File: config.mk
export PLATFORM = sky130hd
export DESIGN_NAME = j_mtxarb
export DESIGN_NICKNAME = d
export VERILOG_FILES = /design/src/rtl/j_mtxarb_pkg.sv /design/src/rtl/j_mtxarb_pick.sv /design/src/rtl/j_mtxarb.sv
export SDC_FILE = /design/constraint.sdc
export NUM_CORES = 1
export LEC_CHECK = 0
export ABC_AREA = 0
export BUFFER_PORTS_ARGS = -buffer_cell sky130_fd_sc_hd__clkbuf_2
export CORE_MARGIN = 1
export CORE_UTILIZATION = 40
export CTS_CLUSTER_DIAMETER = 50
export DETAILED_ROUTE_END_ITERATION = 7
export MAX_ROUTING_LAYER = met4
export PLACE_DENSITY_LB_ADDON = 0.25
export SLEW_MARGIN = 20
export SYNTH_ARGS = -nofsm -noshare
export SYNTH_HDL_FRONTEND = slang
export SYNTH_SLANG_ARGS = --single-unit
File: constraint.sdc
create_clock -name clk -period 1.8 [get_ports clk]
set_clock_uncertainty 0.15 [all_clocks]
set_input_delay 0.09 -clock clk [delete_from_list [all_inputs] [get_ports clk]]
set_output_delay 0.09 -clock clk [all_outputs]
set_load 0.005 [all_outputs]
File: src/rtl/j_mtxarb_pkg.sv
// Shared definitions for the three-requester RAM arbiter: FSM states,
// RAM data-mux select codes, starvation threshold and address width.
package j_mtxarb_pkg;

  localparam int ADDR_W = 10;

  // gpu is forced through once it has lost this many arbitration rounds
  localparam logic [2:0] STARVE_MAX = 3'd4;

  typedef enum logic [1:0] {
    ST_IDLE   = 2'd0,
    ST_ACCESS = 2'd1,
    ST_ACK    = 2'd2
  } state_e;

  typedef enum logic [1:0] {
    SEL_NONE = 2'd0,
    SEL_MTX  = 2'd1,
    SEL_GPU  = 2'd2,
    SEL_EXT  = 2'd3
  } sel_e;

endpackage

File: src/rtl/j_mtxarb_pick.sv
// Combinational eligibility and priority picker; returns the ram_sel code
// of the requester that would win if arbitration happened this cycle.
module j_mtxarb_pick
  import j_mtxarb_pkg::*;
(
  input  logic       mtx_req_i,
  input  logic       gpu_req_i,
  input  logic       ext_req_i,
  input  logic       atomic_i,
  input  logic [2:0] starve_i,
  output logic [1:0] grant_o
);

  // An atomic matrix sequence shuts everyone else out, including a starved gpu.
  always_comb begin
    grant_o = SEL_NONE;
    if (atomic_i) begin
      if (mtx_req_i) begin
        grant_o = SEL_MTX;
      end
    end else if (gpu_req_i && (starve_i >= STARVE_MAX)) begin
      grant_o = SEL_GPU;
    end else if (ext_req_i) begin
      grant_o = SEL_EXT;
    end else if (mtx_req_i) begin
      grant_o = SEL_MTX;
    end else if (gpu_req_i) begin
      grant_o = SEL_GPU;
    end
  end

endmodule

File: src/rtl/j_mtxarb.sv
// Single-port RAM arbiter between matrix fetch, GPU load/store and the
// external bus, with programmable wait states and gpu starvation relief.
module j_mtxarb
  import j_mtxarb_pkg::*;
(
  input  logic              clk,
  input  logic              reset_n,

  input  logic              mtx_mreq,
  input  logic              mtx_atomic,
  input  logic [ADDR_W-1:0] mtx_addr,
  output logic              mtx_datack,

  input  logic              gpu_mreq,
  input  logic              gpu_wr,
  input  logic [ADDR_W-1:0] gpu_addr,
  output logic              gpu_datack,

  input  logic              ext_mreq,
  input  logic              ext_wr,
  input  logic [ADDR_W-1:0] ext_addr,
  output logic              ext_datack,

  input  logic              cfg_wr,
  input  logic [1:0]        cfg_din,

  output logic              ram_cs,
  output logic              ram_we,
  output logic [ADDR_W-1:0] ram_addr,
  output logic [1:0]        ram_sel,
  output logic              busy
);

  state_e            state_q, state_d;
  logic [1:0]        sel_q, sel_d;
  logic [ADDR_W-1:0] addr_q, addr_d;
  logic              we_q, we_d;
  logic [1:0]        cnt_q, cnt_d;
  logic [1:0]        wait_q, wait_d;
  logic [2:0]        starve_q, starve_d;
  logic [1:0]        grant;

  j_mtxarb_pick u_pick (
    .mtx_req_i (mtx_mreq),
    .gpu_req_i (gpu_mreq),
    .ext_req_i (ext_mreq),
    .atomic_i  (mtx_atomic),
    .starve_i  (starve_q),
    .grant_o   (grant)
  );

  always_ff @(posedge clk or negedge reset_n) begin
    if (!reset_n) begin
      state_q  <= ST_IDLE;
      sel_q    <= SEL_NONE;
      addr_q   <= '0;
      we_q     <= 1'b0;
      cnt_q    <= 2'd0;
      wait_q   <= 2'd0;
      starve_q <= 3'd0;
    end else begin
      state_q  <= state_d;
      sel_q    <= sel_d;
      addr_q   <= addr_d;
      we_q     <= we_d;
      cnt_q    <= cnt_d;
      wait_q   <= wait_d;
      starve_q <= starve_d;
    end
  end

  // The wait register updates independently of the FSM; a grant in the same
  // cycle as cfg_wr copies the old wait_q into cnt, so in-flight W is fixed.
  always_comb begin
    state_d  = state_q;
    sel_d    = sel_q;
    addr_d   = addr_q;
    we_d     = we_q;
    cnt_d    = cnt_q;
    starve_d = starve_q;
    wait_d   = cfg_wr ? cfg_din : wait_q;

    case (state_q)
      ST_IDLE: begin
        if (gpu_mreq && (grant != SEL_GPU)) begin
          starve_d = (starve_q >= STARVE_MAX) ? STARVE_MAX : starve_q + 3'd1;
        end else begin
          starve_d = 3'd0;
        end

        if (grant != SEL_NONE) begin
          state_d = ST_ACCESS;
          sel_d   = grant;
          cnt_d   = wait_q;
          case (grant)
            SEL_EXT: begin
              addr_d = ext_addr;
              we_d   = ext_wr;
            end
            SEL_GPU: begin
              addr_d = gpu_addr;
              we_d   = gpu_wr;
            end
            default: begin
              addr_d = mtx_addr;
              we_d   = 1'b0;
            end
          endcase
        end
      end

      ST_ACCESS: begin
        if (cnt_q == 2'd0) begin
          state_d = ST_ACK;
        end else begin
          cnt_d = cnt_q - 2'd1;
        end
      end

      ST_ACK: begin
        state_d = ST_IDLE;
        sel_d   = SEL_NONE;
        addr_d  = '0;
        we_d    = 1'b0;
      end

      default: begin
        state_d = ST_IDLE;
      end
    endcase
  end

  assign ram_cs     = (state_q == ST_ACCESS);
  assign ram_we     = ram_cs && we_q;
  assign ram_addr   = addr_q;
  assign ram_sel    = sel_q;
  assign busy       = (state_q != ST_IDLE);
  assign mtx_datack = (state_q == ST_ACK) && (sel_q == SEL_MTX);
  assign gpu_datack = (state_q == ST_ACK) && (sel_q == SEL_GPU);
  assign ext_datack = (state_q == ST_ACK) && (sel_q == SEL_EXT);

endmodule

# ---- After elaboration in Yosys (flattened, before gate mapping)
# Index checks and enable logic that the tools add are counted.
dict set report classes {
  n_addsub 2
  magnitude_cmp 1
  eq_ne 11
  mux 22
  n_reduce_logical 15
}
# op count
set op_table {}
lappend op_table {{one-hot mux 10 bit (2 select lines)} 2}
lappend op_table {{two-way mux 2 bit} 10}
lappend op_table {{one-hot mux 2 bit (2 select lines)} 3}
lappend op_table {{== test 2 bit, second input constant} 5}
lappend op_table {{two-way mux 10 bit} 1}
lappend op_table {{nonzero test 2 bit} 4}
lappend op_table {{logical AND 1 bit} 6}
lappend op_table {{two-way mux 3 bit} 2}
lappend op_table {{!= test 2 bit, second input constant} 3}
lappend op_table {{== test 2 x 1 -> 1 bit, second input constant} 2}
lappend op_table {{zero test 2 bit} 2}
lappend op_table {{one-hot mux 1 bit (2 select lines)} 2}
lappend op_table {{AND reduction 2 bit} 2}
lappend op_table {{adder 3 x 1 -> 3 bit, second input constant} 1}
lappend op_table {{greater-or-equal comparator 3 bit, second input constant} 1}
lappend op_table {{AND reduction 3 bit} 1}
lappend op_table {{two-way mux 1 bit} 2}
lappend op_table {{!= test 2 x 1 -> 1 bit, second input constant} 1}
lappend op_table {{subtractor 2 x 1 -> 2 bit, second input constant} 1}
dict set report totals {
  ff_bits 22
  inputBits 41
  out_inout_bits 18
  elab_cells 58
}

# ---- Depth between registers and ports, before layout
# Gate-level depths: netlist (run 1).
dict set report depth {
  word_depth 9
  mapped_depth 5
  depth_no_buf 5
}

# ---- By module
# Synthesis (run 1) repeated with hierarchy kept, for this count alone.
dict set report hier_totals {
  hier_cells 121
  area_unflattened_um2 1246.2
}
# mod instances cells_each area_each_um2 seq_area_each_um2
set by_module_without_submodules {}
lappend by_module_without_submodules {j_mtxarb 1 115 1211.2 550.5}
lappend by_module_without_submodules {j_mtxarb_pick 1 6 35.0 0.0}

# ---- Worst setup path before layout (run 1)
# Ideal clock, no wire load.
dict set report synth_timing {
  path_kind {reg2reg}
  startpoint {reg starve_q[2]}
  endpoint {reg addr_q[0], in the netlist ram_addr[0]}
  setup_time_ns 0.132
  t_arrival_ns 1.181
  t_required_ns 1.518
  path_slack_ns 0.338
  stages_incl_launch_ff 5
  period_less_slack_ns 1.462
  cell_sequence {dfrtp_1 o21a_4 buf_2 a222oi_1 o2bb2ai_1}
}
dict set report synth_between {
  elab_chain_cells 8
  elab_cells_between_ends 12
  cone_classes {order compare (1); eq/ne (3); mux (5); reduce/logical (3)}
}
# item line
set synth_lines {}
lappend synth_lines {{start: declaration} j_mtxarb.sv:40} ;# logic [2:0] starve_q, starve_d;
lappend synth_lines {{start signal: assignment} j_mtxarb.sv:68} ;# starve_q <= starve_d;
lappend synth_lines {{greater-or-equal comparator 3 bit (*)} j_mtxarb_pick.sv:21} ;# end else if (gpu_req_i && (starve_i >= STARVE_MAX)) begin
lappend synth_lines {{logical AND 1 bit (*)} j_mtxarb_pick.sv:21}
lappend synth_lines {{two-way mux 2 bit (*)} j_mtxarb_pick.sv:21}
lappend synth_lines {{two-way mux 2 bit (*)} j_mtxarb_pick.sv:17} ;# if (atomic_i) begin
lappend synth_lines {{== test 2 bit} j_mtxarb.sv:95} ;# case (grant)
lappend synth_lines {{one-hot mux 10 bit (2 select lines)} j_mtxarb.sv:95}
lappend synth_lines {{two-way mux 10 bit} j_mtxarb.sv:91} ;# if (grant != SEL_NONE) begin
lappend synth_lines {{one-hot mux 10 bit (2 select lines)} j_mtxarb.sv:83} ;# case (state_q)
lappend synth_lines {{end signal: assignment} j_mtxarb.sv:64} ;# addr_q <= addr_d;
lappend synth_lines {{end: declaration} j_mtxarb.sv:36} ;# logic [ADDR_W-1:0] addr_q, addr_d;
# Mark *: on every way between the ends. The rest lies on a longest branch, timed or not. The select of a mux whose other input is x is not followed.
# A chain may end at the register's enable or synchronous reset.

# ---- Worst setup path in the final report (run 1)
dict set report layout_timing {
  startpoint {in gpu_mreq}
  endpoint {reg addr_q[7], in the netlist ram_addr[7]}
}
dict set report layout_between {
  elab_chain_cells 9
  elab_cells_between_ends 14
  cone_classes {eq/ne (3); mux (8); reduce/logical (3)}
}
# item line
set layout_lines {}
lappend layout_lines {{start: declaration} j_mtxarb.sv:14} ;# input logic gpu_mreq,
lappend layout_lines {{two-way mux 2 bit} j_mtxarb_pick.sv:27} ;# end else if (gpu_req_i) begin
lappend layout_lines {{two-way mux 2 bit} j_mtxarb_pick.sv:25} ;# end else if (mtx_req_i) begin
lappend layout_lines {{two-way mux 2 bit} j_mtxarb_pick.sv:23} ;# end else if (ext_req_i) begin
lappend layout_lines {{two-way mux 2 bit (*)} j_mtxarb_pick.sv:21}
lappend layout_lines {{two-way mux 2 bit (*)} j_mtxarb_pick.sv:17}
lappend layout_lines {{== test 2 bit} j_mtxarb.sv:95}
lappend layout_lines {{one-hot mux 10 bit (2 select lines)} j_mtxarb.sv:95}
lappend layout_lines {{two-way mux 10 bit} j_mtxarb.sv:91}
lappend layout_lines {{one-hot mux 10 bit (2 select lines)} j_mtxarb.sv:83}
# Marks and branches as above.

==> results.json, run 1 <==
{
  "coreArea_mm2": 0.00257,
  "tightest_slew_ps": 573,
  "num_vias": 1272,
  "fin_nets": 246,
  "rsz0062_at_grt": "no",
  "wl_um": 3660,
  "setup_viol": 0,
  "fin_tns_setup_ps": 0,
  "postCtsSetupBuffers": 0,
  "root_buffer": "clkbuf_4",
  "row_count": 18,
  "num_antenna_cells": 0,
  "htreeDepth": 1,
  "fillers": 192,
  "required_ps": 1840,
  "path_cells": "dlygate4sd3_1 -> clkbuf_2 -> o21bai_1 -> or2_1 -> a222oi_1 -> o2bb2ai_1",
  "critPathArrivalTime_ps": 1730,
  "cp_slowest_cell": "dlygate4sd3_1",
  "die_x_um": 55.2,
  "drtPass1Iterations": 8,
  "fin_crit_ps": 1690,
  "cts_made_buffers": 3,
  "place_congestion": 0.796,
  "gr-total-overflow": 0,
  "area_growth_syn_to_layout_pct": 63.6,
  "die_h_um": 55.2,
  "hold_path_class": "in -> reg",
  "cts_tree": "yes",
  "synth_top_cell_area_share_pct": 48.6,
  "synth_top_family_by_area": "compound AO/OA/AOI/OAI gates",
  "hold_start": "mtx_mreq",
  "grt_pass1_wl_um": 6030,
  "insertion_delay_ps": 310,
  "cp_max_fo": 11,
  "reg2reg_from": "starve_q[2]",
  "layout_common_cells": "clkbuf_2 (58), dlygate4sd3_1 (37), dfrtp_1 (22), o2bb2ai_1 (13), a222oi_1 (10)",
  "critPathLaunch": "gpu_mreq",
  "grt_antenna_before_repair": 0,
  "synth_nets": 147,
  "yosysWarnings": 0,
  "grt_use_total_pct": 25.7,
  "ant_nets": 0,
  "grt_max_degree": 23,
  "die_area_mm2": 0.00305,
  "wl_per_cell_um": 15.9,
  "drc": 0,
  "clkTransAtPathRegs_ps": 130,
  "maxSlewViolCount": 0,
  "drt_iter0_drc": 111,
  "drive_above_1_share_pct": 36.5,
  "post-place-ws_ps": 253,
  "synth-edff-count": 0,
  "period_share_pct": 93.7,
  "synth-simple-area-share_pct": 12.0,
  "max-cap-violations": 0,
  "worst_setup_path_end_kind": "register",
  "synth-adder-area-share_pct": 3.31,
  "status": "finished clean",
  "cpPeakStageDelay_ps": 520,
  "cts.path.max_buffers": 2,
  "cts_sinks": 22,
  "io_buffers": 58,
  "dpl.hpwl_um": 2190,
  "synth_flop_cell": "dfrtp_1",
  "synthMuxAreaShare_pct": 2.87,
  "pin_count": 59,
  "cts-resized-gates": 0,
  "avgSynthCellArea_um2": 11.0,
  "synth_compound_area_share_pct": 27.9,
  "synth_area_mm2": 0.00113,
  "slew_headroom_pct": 61.8,
  "synth_xor_area_share_pct": 0,
  "fin_ws_ps": 113,
  "p_leak_uw": 0.000930,
  "final_common_cell": "clkbuf_2",
  "grt_pass1_vias": 1281,
  "synthTopCellsByArea": "dfrtp_1 (49%), o2bb2ai_1 (10%), a222oi_1 (8.8%)",
  "start_util_pct": 44.2,
  "peakVddDrop_mv": 0.809,
  "synth-seq-cells": 22,
  "synth.largest_area_cell": "dfrtp_1",
  "syn_inst": 103,
  "p_per_area_mw_per_mm2": 1130,
  "ys_async_sr_fraction_pct": 100,
  "hold_violations": 0,
  "synth_cell_type_count": 36,
  "ys_seq_area_share_pct": 48.6,
  "fmax_ghz": 0.593,
  "path_class": "in -> reg",
  "vias_per_cell": 5.53,
  "cp-start-kind": "input port"
}
==> per-stage QoR <==
stage	hold slack, ps	std cells	total power (µW)	cell area, µm²	utilization [%]
floorplan	-356	103	1410	1130	-
global placement	-48.5	190	1760	1460	56.9
detailed placement	-34.5	190	1800	1460	56.9
CTS	68.7	230	2090	1850	72.2
global route	99.8	230	2260	1850	72.2
finish	75.1	230	2100	1850	72.2
==> per-layer routing <==
| layer | GRT usage [%] | vias up | wire length (µm) |
|---|---|---|---|
| met4 | 8.21 | 0 | 135 |
| met2 | 46.0 | 69 | 2010 |
| li1 | - | 588 | - |
| met1 | 28.3 | 601 | 1310 |
| met5 | - | - | 0 |
| met3 | 5.39 | 14 | 204 |
==> critical path, delay by kind of cell <==
| kind | cells | cell delay (ps) |
|---|---|---|
| AO/OA/AOI/OAI | 3 | 590 |
| buffers and inverters | 2 | 660 |
| AND/OR/NAND/NOR | 1 | 390 |
==> synth_stat cells (3+ instances only) <==
library cell	n
o2bb2ai_1	13
buf_2	3
dfrtp_1	22
a21oi_1	4
a222oi_1	10
inv_1	6
ha_1	3
nor2_1	3
nand2_1	6
==> cell type report <==
cell class              instances  area (µm²)  share of cell area, %
well taps                      30        37.5                   2.02
clock buffers                   3        22.5                   1.21
repair buffers                 99         691                   37.2
inverters                       8        30.0                   1.62
multi-input cells              68         523                   28.2
flip-flops and latches         22         551                   29.7
==> worst paths after layout <==
path	cells after the start	slack [ps]	endpoint
worst max-delay path	6	110	ram_addr[7]
worst min-delay path	4	80	ram_sel[0]
worst max register to register	4	150	ram_addr[7]
worst min register to register	1	360	ram_addr[9]
max in group asynchronous	2	990	wait_q[0]
min in group asynchronous	2	130	state_q[1]
==> flip-flops by register name (all words and copies together) (netlist names) <==
signal	flops
cnt_q	2
ram_addr	10
ram_sel	2
starve_q	3
state_q	2
wait_q	2
we_q	1
==> repair_timing <==
item / 4_1_cts / 5_1_grt
hold buffers: 37 / 0
hold endpoints to repair: 36 / 0
endpoints found under the setup margin: 0 / 0
==> power breakdown <==
| group | total [µW] | switching, µW | leakage [µW] | internal, µW |
|---|---|---|---|---|
| Sequential | 872 | 174 | 0.000278 | 698 |
| Combinational | 993 | 480 | 0.000638 | 514 |
| Clock | 234 | 156 | 0.0000138 | 78.3 |
| Total | 2100 | 809 | 0.000930 | 1290 |
==> kinds of logic (layout without fill, tap and decap cells) <==
family	count (synthesis)	after routing
flip-flops	22	22
AND/OR/NAND/NOR	24	24
multiplexers	3	3
buffers and inverters	13	110
AO/OA/AOI/OAI	38	38
adder cells (fa/ha/maj)	3	3
Note: power is estimated with default switching activity, not from simulation.
==> run 2, diff against run 1 <==
--- a/config.mk
+++ b/config.mk
@@ -13,6 +13,7 @@
 export DETAILED_ROUTE_END_ITERATION = 7
 export MAX_ROUTING_LAYER = met4
 export PLACE_DENSITY_LB_ADDON = 0.25
+export REMOVE_ABC_BUFFERS = 1
 export SLEW_MARGIN = 20
 export SYNTH_ARGS = -nofsm -noshare
 export SYNTH_HDL_FRONTEND = slang
==> run 2 against run 1 <==
Register-to-register slack about the same. Largest power group unchanged. Critical endpoint is now ram_addr[6]. Utilization grew 0.49 points. Sequential power barely moved. Power down 0.57%. Critical path type unchanged. Hold slack better by 24 ps. Via count rose by 1.0%. Routed wire length shrank 0.14%.
==> results.json, run 2 (same netlist as run 1, synthesis figures left out) <==
{
  "drtPass1Iterations": 4,
  "tightest_slew_ps": 550,
  "required_ps": 1830,
  "fin_nets": 247,
  "drc": 0,
  "r2r_slack_ps": 150,
  "cp_max_fo": 11,
  "maxSlewViolCount": 0,
  "gr-total-overflow": 0,
  "start_util_pct": 44.2,
  "critPathLaunch": "gpu_mreq",
  "rsz0062_at_grt": "no",
  "reg2reg_from": "starve_q[2]",
  "p_per_area_mw_per_mm2": 1120,
  "peakVddDrop_mv": 0.857,
  "num_vias": 1285,
  "cts_tree": "yes",
  "grt_pass1_vias": 1326,
  "die_h_um": 55.2,
  "root_buffer": "clkbuf_4",
  "cts_sinks": 22,
  "hold_violations": 0,
  "cts_hold_buf": 39,
  "cp-start-kind": "input port",
  "hold_start": "mtx_mreq",
  "worst_setup_path_end_kind": "register",
  "timing.hold.ws_ps": 99.2,
  "insertion_delay_ps": 290,
  "clkTransAtPathRegs_ps": 120,
  "grt_pass1_wl_um": 5950,
  "max-cap-violations": 0,
  "ant_nets": 0,
  "post-place-ws_ps": 220,
  "drt_iter0_drc": 84,
  "num_antenna_cells": 0,
  "setup_viol": 0,
  "place_congestion": 0.730,
  "cp_top_family": "buffers and inverters",
  "path_class": "in -> reg",
  "wl_um": 3660,
  "postCtsSetupBuffers": 0,
  "cp_slowest_cell": "dlygate4sd3_1",
  "period_share_pct": 94.5,
  "cts.path.max_buffers": 2,
  "area_growth_syn_to_layout_pct": 64.7,
  "final_common_cell": "clkbuf_2",
  "htreeDepth": 1,
  "cts-resized-gates": 0,
  "status": "finished clean",
  "fmax_ghz": 0.588,
  "dpl.hpwl_um": 2150,
  "row_count": 18,
  "grt_max_degree": 23,
  "slew_headroom_pct": 63.4,
  "path_cells": "dlygate4sd3_1 -> clkbuf_2 -> o21bai_1 -> or2_1 -> a222oi_1 -> o2bb2ai_1",
  "fillers": 205,
  "critPathArrivalTime_ps": 1730,
  "die_area_mm2": 0.00305,
  "fin_ws_ps": 98.3,
  "wl_per_cell_um": 15.8,
  "grt_use_total_pct": 25.3,
  "crit_buf_inv": 2,
  "layout_common_cells": "clkbuf_2 (58), dlygate4sd3_1 (39), dfrtp_1 (22), o2bb2ai_1 (13), a222oi_1 (10)",
  "p_leak_uw": 0.000932,
  "cpPeakStageDelay_ps": 520,
  "coreArea_mm2": 0.00257,
  "die_x_um": 55.2,
  "largest_reg_flops": 10,
  "hold_path_class": "in -> reg",
  "grt_antenna_before_repair": 0,
  "io_buffers": 58,
  "vias_per_cell": 5.56,
  "drive_above_1_share_pct": 35.8,
  "cts_made_buffers": 3,
  "fin_crit_ps": 1700,
  "fin_tns_setup_ps": 0,
  "pin_count": 59
}
==> run 2: cell count changes in the layout (fill, tap and decap cells not counted), sizes merged <==
cell,change
buf,-1
dlygate4sd3,+2
==> run 2: metrics by stage <==
step / instance area [µm²] / total power (µW) / std cells / utilization (%)
after CTS: 1870 / 2080 / 231 / 72.7
after global placement: 1450 / 1740 / 189 / 56.6
after global routing: 1870 / 2240 / 231 / 72.7
after detailed placement: 1450 / 1800 / 189 / 56.6
after floorplan: 1100 / 1380 / 98 / -
final: 1870 / 2090 / 231 / 72.7
==> run 2: layout make-up <==
| cell class | instances | area (µm²) | area share [%] |
|---|---|---|---|
| sequential | 22 | 551 | 29.5 |
| inverter | 8 | 30.0 | 1.61 |
| clock buffer | 3 | 22.5 | 1.21 |
| multi-input combinational | 68 | 523 | 28.0 |
| timing repair buffer | 100 | 703 | 37.7 |
| tap | 30 | 37.5 | 2.01 |
==> run 2: path summary, 6_finish.rpt <==
check / end / cells after the start
max reg2reg: ram_addr[6] / 4
max in group asynchronous: wait_q[0] / 2
min reg2reg: ram_addr[4] / 1
min in group asynchronous: ram_sel[0] / 2
min: ram_sel[0] / 4
max: ram_addr[6] / 6
==> run 2: power breakdown <==
part           leakage, µW  internal [µW]  switching (µW)  total (µW)
sequential        0.000278            698             177         875
combinational     0.000640            506             491         997
clock            0.0000138           77.7             138         215
==> run 2: layer usage <==
metal  track usage [%]  routed length (µm)  up-vias
met1              29.7                1420      609
met4              8.93                  91        0
met2              44.9                1870       72
met3              2.81                 273       13
li1                  -                   -      591
met5                 -                   0        -
==> run 2: worst reg2reg max path, stage by stage (launching register included) <==
cell,delay [ps]
dfrtp_1,470
nor3b_1,70
or2_1,370
a222oi_1,380
o2bb2ai_1,100
